<file path="config.mk">
export PLATFORM = sky130hd
export DESIGN_NAME = mirfak_lsu
export DESIGN_NICKNAME = d
export VERILOG_FILES = /design/src/rtl/mirfak_lsu.sv
export SDC_FILE = /design/constraint.sdc
export NUM_CORES = 1
export LEC_CHECK = 0
export BUFFER_PORTS_ARGS = -buffer_cell sky130_fd_sc_hd__buf_2
export CAP_MARGIN = 20
export CORE_ASPECT_RATIO = 1.4
export CORE_MARGIN = 8
export CORE_UTILIZATION = 50
export CTS_CLUSTER_SIZE = 14
export DETAILED_ROUTE_END_ITERATION = 16
export PLACE_DENSITY_LB_ADDON = 0.15
export RECOVER_POWER = 25
export SETUP_SLACK_MARGIN = 0.02
export SLEW_MARGIN = 20
export SYNTH_ARGS = -nofsm -noshare
export SYNTH_HDL_FRONTEND = slang
export SYNTH_SLANG_ARGS = --single-unit
</file>
<file path="constraint.sdc">
create_clock -name clk_i -period 2.3 [get_ports clk_i]
set_input_delay 0.23 -clock clk_i [delete_from_list [all_inputs] [get_ports clk_i]]
set_output_delay 0.23 -clock clk_i [all_outputs]
set_load 0.03 [all_outputs]
</file>
<file path="src/rtl/mirfak_lsu.sv">
// rtl/mirfak_lsu.sv - Mirfak WB-stage load/store unit, Wishbone classic data master
module mirfak_lsu (
    input  logic        clk_i,
    input  logic        rst_i,
    input  logic        lsu_valid_i,
    input  logic        lsu_we_i,
    input  logic [1:0]  lsu_size_i,
    input  logic        lsu_unsigned_i,
    input  logic [31:0] lsu_address_i,
    input  logic [31:0] lsu_wdata_i,
    input  logic        lsu_kill_i,
    output logic [31:0] lsu_rdata_o,
    output logic        lsu_ready_o,
    output logic        lsu_stall_o,
    output logic        lsu_exception_o,
    output logic [3:0]  lsu_xcause_o,
    output logic [31:0] lsu_mtval_o,
    output logic [31:0] dwbm_addr_o,
    output logic [31:0] dwbm_dat_o,
    output logic [3:0]  dwbm_sel_o,
    output logic        dwbm_cyc_o,
    output logic        dwbm_stb_o,
    output logic        dwbm_we_o,
    input  logic [31:0] dwbm_dat_i,
    input  logic        dwbm_ack_i,
    input  logic        dwbm_err_i
);

    localparam logic [1:0] ST_IDLE = 2'd0;
    localparam logic [1:0] ST_BUSY = 2'd1;
    localparam logic [1:0] ST_DONE = 2'd2;

    logic [1:0]  state;
    logic [31:0] addr_q;
    logic [31:0] dat_q;
    logic [31:0] rdata_q;
    logic [3:0]  sel_q;
    logic [1:0]  size_q;
    logic        cyc_q;
    logic        we_q;
    logic        uns_q;
    logic        fault_q;
    logic        discard_q;

    logic        misaligned;
    logic        mis_exc;
    logic        start;
    logic        done_fault;
    logic [3:0]  sel_new;
    logic [31:0] dat_new;
    logic [31:0] load_shifted;
    logic [31:0] load_ext;

    // Alignment check on the presented request; size 11 behaves as a word
    always_comb begin
        misaligned = 1'b0;
        if (lsu_valid_i) begin
            if (lsu_size_i == 2'b01)
                misaligned = lsu_address_i[0];
            else if (lsu_size_i[1])
                misaligned = |lsu_address_i[1:0];
        end
    end

    assign mis_exc    = (state == ST_IDLE) && misaligned;
    assign start      = (state == ST_IDLE) && lsu_valid_i && !misaligned && !lsu_kill_i;
    assign done_fault = (state == ST_DONE) && fault_q && !discard_q;

    // Byte-lane selects and lane-replicated store data for the new request
    always_comb begin
        sel_new = 4'b1111;
        dat_new = lsu_wdata_i;
        case (lsu_size_i)
            2'b00: begin
                sel_new = 4'b0001 << lsu_address_i[1:0];
                dat_new = {4{lsu_wdata_i[7:0]}};
            end
            2'b01: begin
                sel_new = 4'b0011 << {lsu_address_i[1], 1'b0};
                dat_new = {2{lsu_wdata_i[15:0]}};
            end
            default: begin
                sel_new = 4'b1111;
                dat_new = lsu_wdata_i;
            end
        endcase
    end

    // Right-align the addressed lanes of the read data and extend them
    always_comb begin
        load_shifted = dwbm_dat_i >> {addr_q[1:0], 3'b000};
        load_ext     = load_shifted;
        case (size_q)
            2'b00:   load_ext = {{24{load_shifted[7] & ~uns_q}}, load_shifted[7:0]};
            2'b01:   load_ext = {{16{load_shifted[15] & ~uns_q}}, load_shifted[15:0]};
            default: load_ext = load_shifted;
        endcase
    end

    // Transfer sequencer: issue, wait for ack/err, one completion cycle
    always_ff @(posedge clk_i) begin
        if (rst_i) begin
            state     <= ST_IDLE;
            cyc_q     <= 1'b0;
            we_q      <= 1'b0;
            sel_q     <= 4'b0000;
            addr_q    <= 32'd0;
            dat_q     <= 32'd0;
            rdata_q   <= 32'd0;
            size_q    <= 2'b00;
            uns_q     <= 1'b0;
            fault_q   <= 1'b0;
            discard_q <= 1'b0;
        end else begin
            case (state)
                ST_IDLE: begin
                    if (start) begin
                        state     <= ST_BUSY;
                        cyc_q     <= 1'b1;
                        we_q      <= lsu_we_i;
                        sel_q     <= sel_new;
                        addr_q    <= lsu_address_i;
                        dat_q     <= dat_new;
                        size_q    <= lsu_size_i;
                        uns_q     <= lsu_unsigned_i;
                        fault_q   <= 1'b0;
                        discard_q <= 1'b0;
                    end
                end
                ST_BUSY: begin
                    // A kill never aborts the bus cycle; it only hides the result
                    if (lsu_kill_i)
                        discard_q <= 1'b1;
                    if (dwbm_ack_i || dwbm_err_i) begin
                        cyc_q <= 1'b0;
                        state <= ST_DONE;
                        if (dwbm_err_i)
                            fault_q <= 1'b1;
                        else if (!we_q)
                            rdata_q <= load_ext;
                    end
                end
                ST_DONE: begin
                    state <= ST_IDLE;
                end
                default: begin
                    state <= ST_IDLE;
                    cyc_q <= 1'b0;
                end
            endcase
        end
    end

    assign lsu_rdata_o     = rdata_q;
    assign lsu_ready_o     = (state == ST_DONE) && !discard_q && !fault_q;
    assign lsu_stall_o     = lsu_valid_i && !misaligned && (state != ST_DONE);
    assign lsu_exception_o = mis_exc || done_fault;
    assign lsu_xcause_o    = mis_exc    ? (lsu_we_i ? 4'd6 : 4'd4) :
                             done_fault ? (we_q ? 4'd7 : 4'd5) : 4'd0;
    assign lsu_mtval_o     = mis_exc    ? lsu_address_i :
                             done_fault ? addr_q : 32'd0;

    assign dwbm_addr_o = {addr_q[31:2], 2'b00};
    assign dwbm_dat_o  = dat_q;
    assign dwbm_sel_o  = sel_q;
    assign dwbm_cyc_o  = cyc_q;
    assign dwbm_stb_o  = cyc_q;
    assign dwbm_we_o   = we_q;

endmodule

</file>
==> results.py <==
metrics = {
    "status": {
        "status": "finished clean",
    },
    "floorplanning": {
        "fp.dieW_um": 104,
        "ios": 248,
        "coreArea_um2": 10700,
        "dieArea_um2": 14400,
        "start_util_pct": 50.4,
        "die_y_um": 139,
        "rows": 45,
    },
    "sta": {
        "setup_viol": 0,
        "slew_violations": 0,
        "finalHoldViolCount": 0,
        "min_period_ns": 2.17,
        "rsz0062_at_grt": "no",
        "max_freq_ghz": 0.460,
        "slew-limit-headroom_pct": 58.2,
        "tightest_slew_ns": 0.626,
        "finalSetupTns_ns": 0,
        "finClkSkew_ns": 0.00780,
        "fin_crit_sh_pct": 94.5,
    },
    "cells_and_area": {
        "fillers": 1025,
        "multi_input_area_um2": 2720,
        "register_area_um2": 2180,
        "drive_gt1_share_pct": 29.7,
        "diodes": 0,
        "nNetsFinal": 946,
        "area_delta_synth_final_pct": 23.7,
    },
    "logic_synthesis": {
        "synth.area.mux_share_pct": 9.63,
        "async_flop_share_pct": 0,
        "yosys-top-cells-area": "dfxtp_1, nand2_1, mux2i_1, a21oi_1, a22o_1",
        "synth_xor_area_share_pct": 0,
        "ys_seq_elements": 109,
        "postSynthCellCount": 652,
        "synth.distinct_cells": 37,
        "netlist_area_um2": 5390,
        "yosys.area.top_type": "dfxtp_1",
        "synth_edf_count": 0,
        "synth_top_family_by_area": "compound AO/OA/AOI/OAI gates",
        "synth_top_area_share_pct": 40.5,
        "yosysSeqAreaShare_pct": 40.5,
        "synth_common_cells": "nand2_1, dfxtp_1, a21oi_1, nor2_1, buf_4",
        "ys_warn_count": 0,
        "synth-simple-area-share_pct": 17.6,
        "synth_compound_area_share_pct": 22.6,
        "synth.most_common_cell": "nand2_1",
        "synthAdderAreaFrac_pct": 0,
        "avgSynthCellArea_um2": 8.27,
        "synth_flop_cell": "dfxtp_1",
    },
    "clocking": {
        "clock_latency_ns": 0.34,
        "cts_buffer_depth": 2,
        "cts_root_buf": "clkbuf_16",
        "clk_pin_slew_ns": 0.07,
        "cts_setup_buffers": 0,
        "cts_sinks": 109,
        "h-tree-depth": 3,
        "cts-hold-fix-buffers": 0,
        "cts_tree": "built",
        "numCtsBuffers": 9,
        "cts_resized": 0,
    },
    "grt": {
        "grt_antenna_before_repair": 1,
        "grt_max_degree": 73,
        "grt-ovfl-total": 0,
        "grt_pass1_wl_mm": 28.3,
        "grt_pass1_vias": 5474,
        "grt_usage_pct": 23.8,
    },
    "route": {
        "ant_nets": 0,
        "via_per_inst": 5.45,
        "vias": 5371,
        "wl_mm": 17.7,
        "drc": 0,
        "drt_iter0_markers": 267,
        "wl_per_cell_um": 18.0,
        "dr.pass1.iters": 7,
    },
    "power_and_ir_drop": {
        "p_leak_nw": 2.77,
        "power_density_nw_per_um2": 650,
        "irDropWorstVdd_v": 0.000394,
        "p_total_mw": 4.34,
    },
    "setup_path": {
        "crit_buf_inv": 2,
        "path_depth": 5,
        "crit_family": "buffers and inverters",
        "worstSetupStartpointType": "flop",
        "r2r_setup_slack_ns": 0.38,
        "worstPathRequired_ns": 2.07,
        "cp.arrival_ns": 1.94,
        "cp_max_fo": 35,
        "r2r_cells": 5,
        "crit_slowest_cell": "buf_4",
        "crit_path_end_kind": "primary output",
        "critPathKind": "reg2out",
        "crit_chain": "nand2b_1 > nor3b_4 > buf_4 > a22o_1 > buf_2",
        "critPathMaxStageDelay_ns": 0.37,
    },
    "min_path": {
        "worstHoldPathType": "in2reg",
        "hold_depth": 3,
    },
    "placement": {
        "hpwl_mm": 13.6,
        "gp_congestion": 0.972,
        "port_buffers": 244,
    },
    "flow_run": {
        "drv_cap": 0,
    },
}
-- logic make-up after synthesis --
| logic type | count (synthesis) |
|---|---|
| and+or+nand+nor | 229 |
| other | 1 |
| buffers and inverters | 89 |
| AOI/OAI and AO/OA | 174 |
| muxes | 50 |
| DFF | 109 |
-- path summary, 6_finish.rpt --
kind | end | startpoint
worst max register to register | lsu_rdata_o[25]$_SDFFE_PP0P_ | addr_q[1]$_SDFFE_PP0P_
worst max-delay path | lsu_mtval_o[1] | state[0]$_SDFFE_PP0P_
worst min-delay path | uns_q$_SDFFE_PP0P_ | lsu_unsigned_i
worst min register to register | lsu_rdata_o[5]$_SDFFE_PP0P_ | lsu_rdata_o[5]$_SDFFE_PP0P_
-- area by class of cell --
cell class	instances	area share [%]
sequential	109	32.7
multi-input combinational	456	40.7
inverter	2	0.113
tap	141	2.64
timing repair buffer	262	19.4
clock buffer	12	3.69
clock inverter	4	0.713
-- worst min-delay path, stage by stage --
cell     delay [ns]
buf_2          0.09
nand2_1        0.05
a21oi_1        0.05
-- state kept, by name, summed over array words and instances, names as in the netlist --
register,count
dwbm_cyc_o,1
dwbm_dat_o,32
fault_q,1
lsu_rdata_o,32
size_q,2
dwbm_we_o,1
uns_q,1
state,2
addr_q,32
discard_q,1
dwbm_sel_o,4
-- metrics by stage --
stage          utilization [%]  hold WS (ns)  cells  area [µm²]  worst slack, ns
3_5_place_dp              60.3         0.443    970        6450            0.428
6_report                  62.4         0.127    986        6670            0.127
3_3_place_gp              60.3         0.441    970        6450            0.526
5_1_grt                   62.4         0.128    986        6670           0.0339
2_1_floorplan                -         0.366    654        5400            0.532
4_1_cts                   63.1         0.115    986        6750            0.127
-- routing by layer --
metal | GRT usage [%] | vias up | share of wire (%)
met4 | 10.1 | 2 | 3.4
met3 | 7.81 | 38 | 6.9
li1 | - | 2599 | -
met2 | 41.0 | 223 | 50
met5 | 0 | - | 0.062
met1 | 26.1 | 2509 | 40
-- power by group --
part	leakage [nW]	internal (mW)	switching, mW
Combinational	1.74	0.267	0.528
Sequential	0.885	1.95	0.0490
Clock	0.143	0.872	0.669
Total	2.77	3.09	1.25
-- placed cells by master, fill, tap and decap left out, types with 3 or more instances in the layout --
cell,n
mux2i_1,35
buf_4,18
or2_2,3
buf_2,182
clkbuf_1,63
nor2_1,59
a21oi_1,66
a211oi_1,32
nand2_1,140
mux2_2,15
a211oi_2,10
nor2b_1,5
nor3_1,4
dfxtp_1,109
clkbuf_16,9
conb_1,3
and2_1,8
o211ai_1,15
o21ai_0,9
a22o_1,33
nand2b_1,3
(Power assumes the default switching activity.)
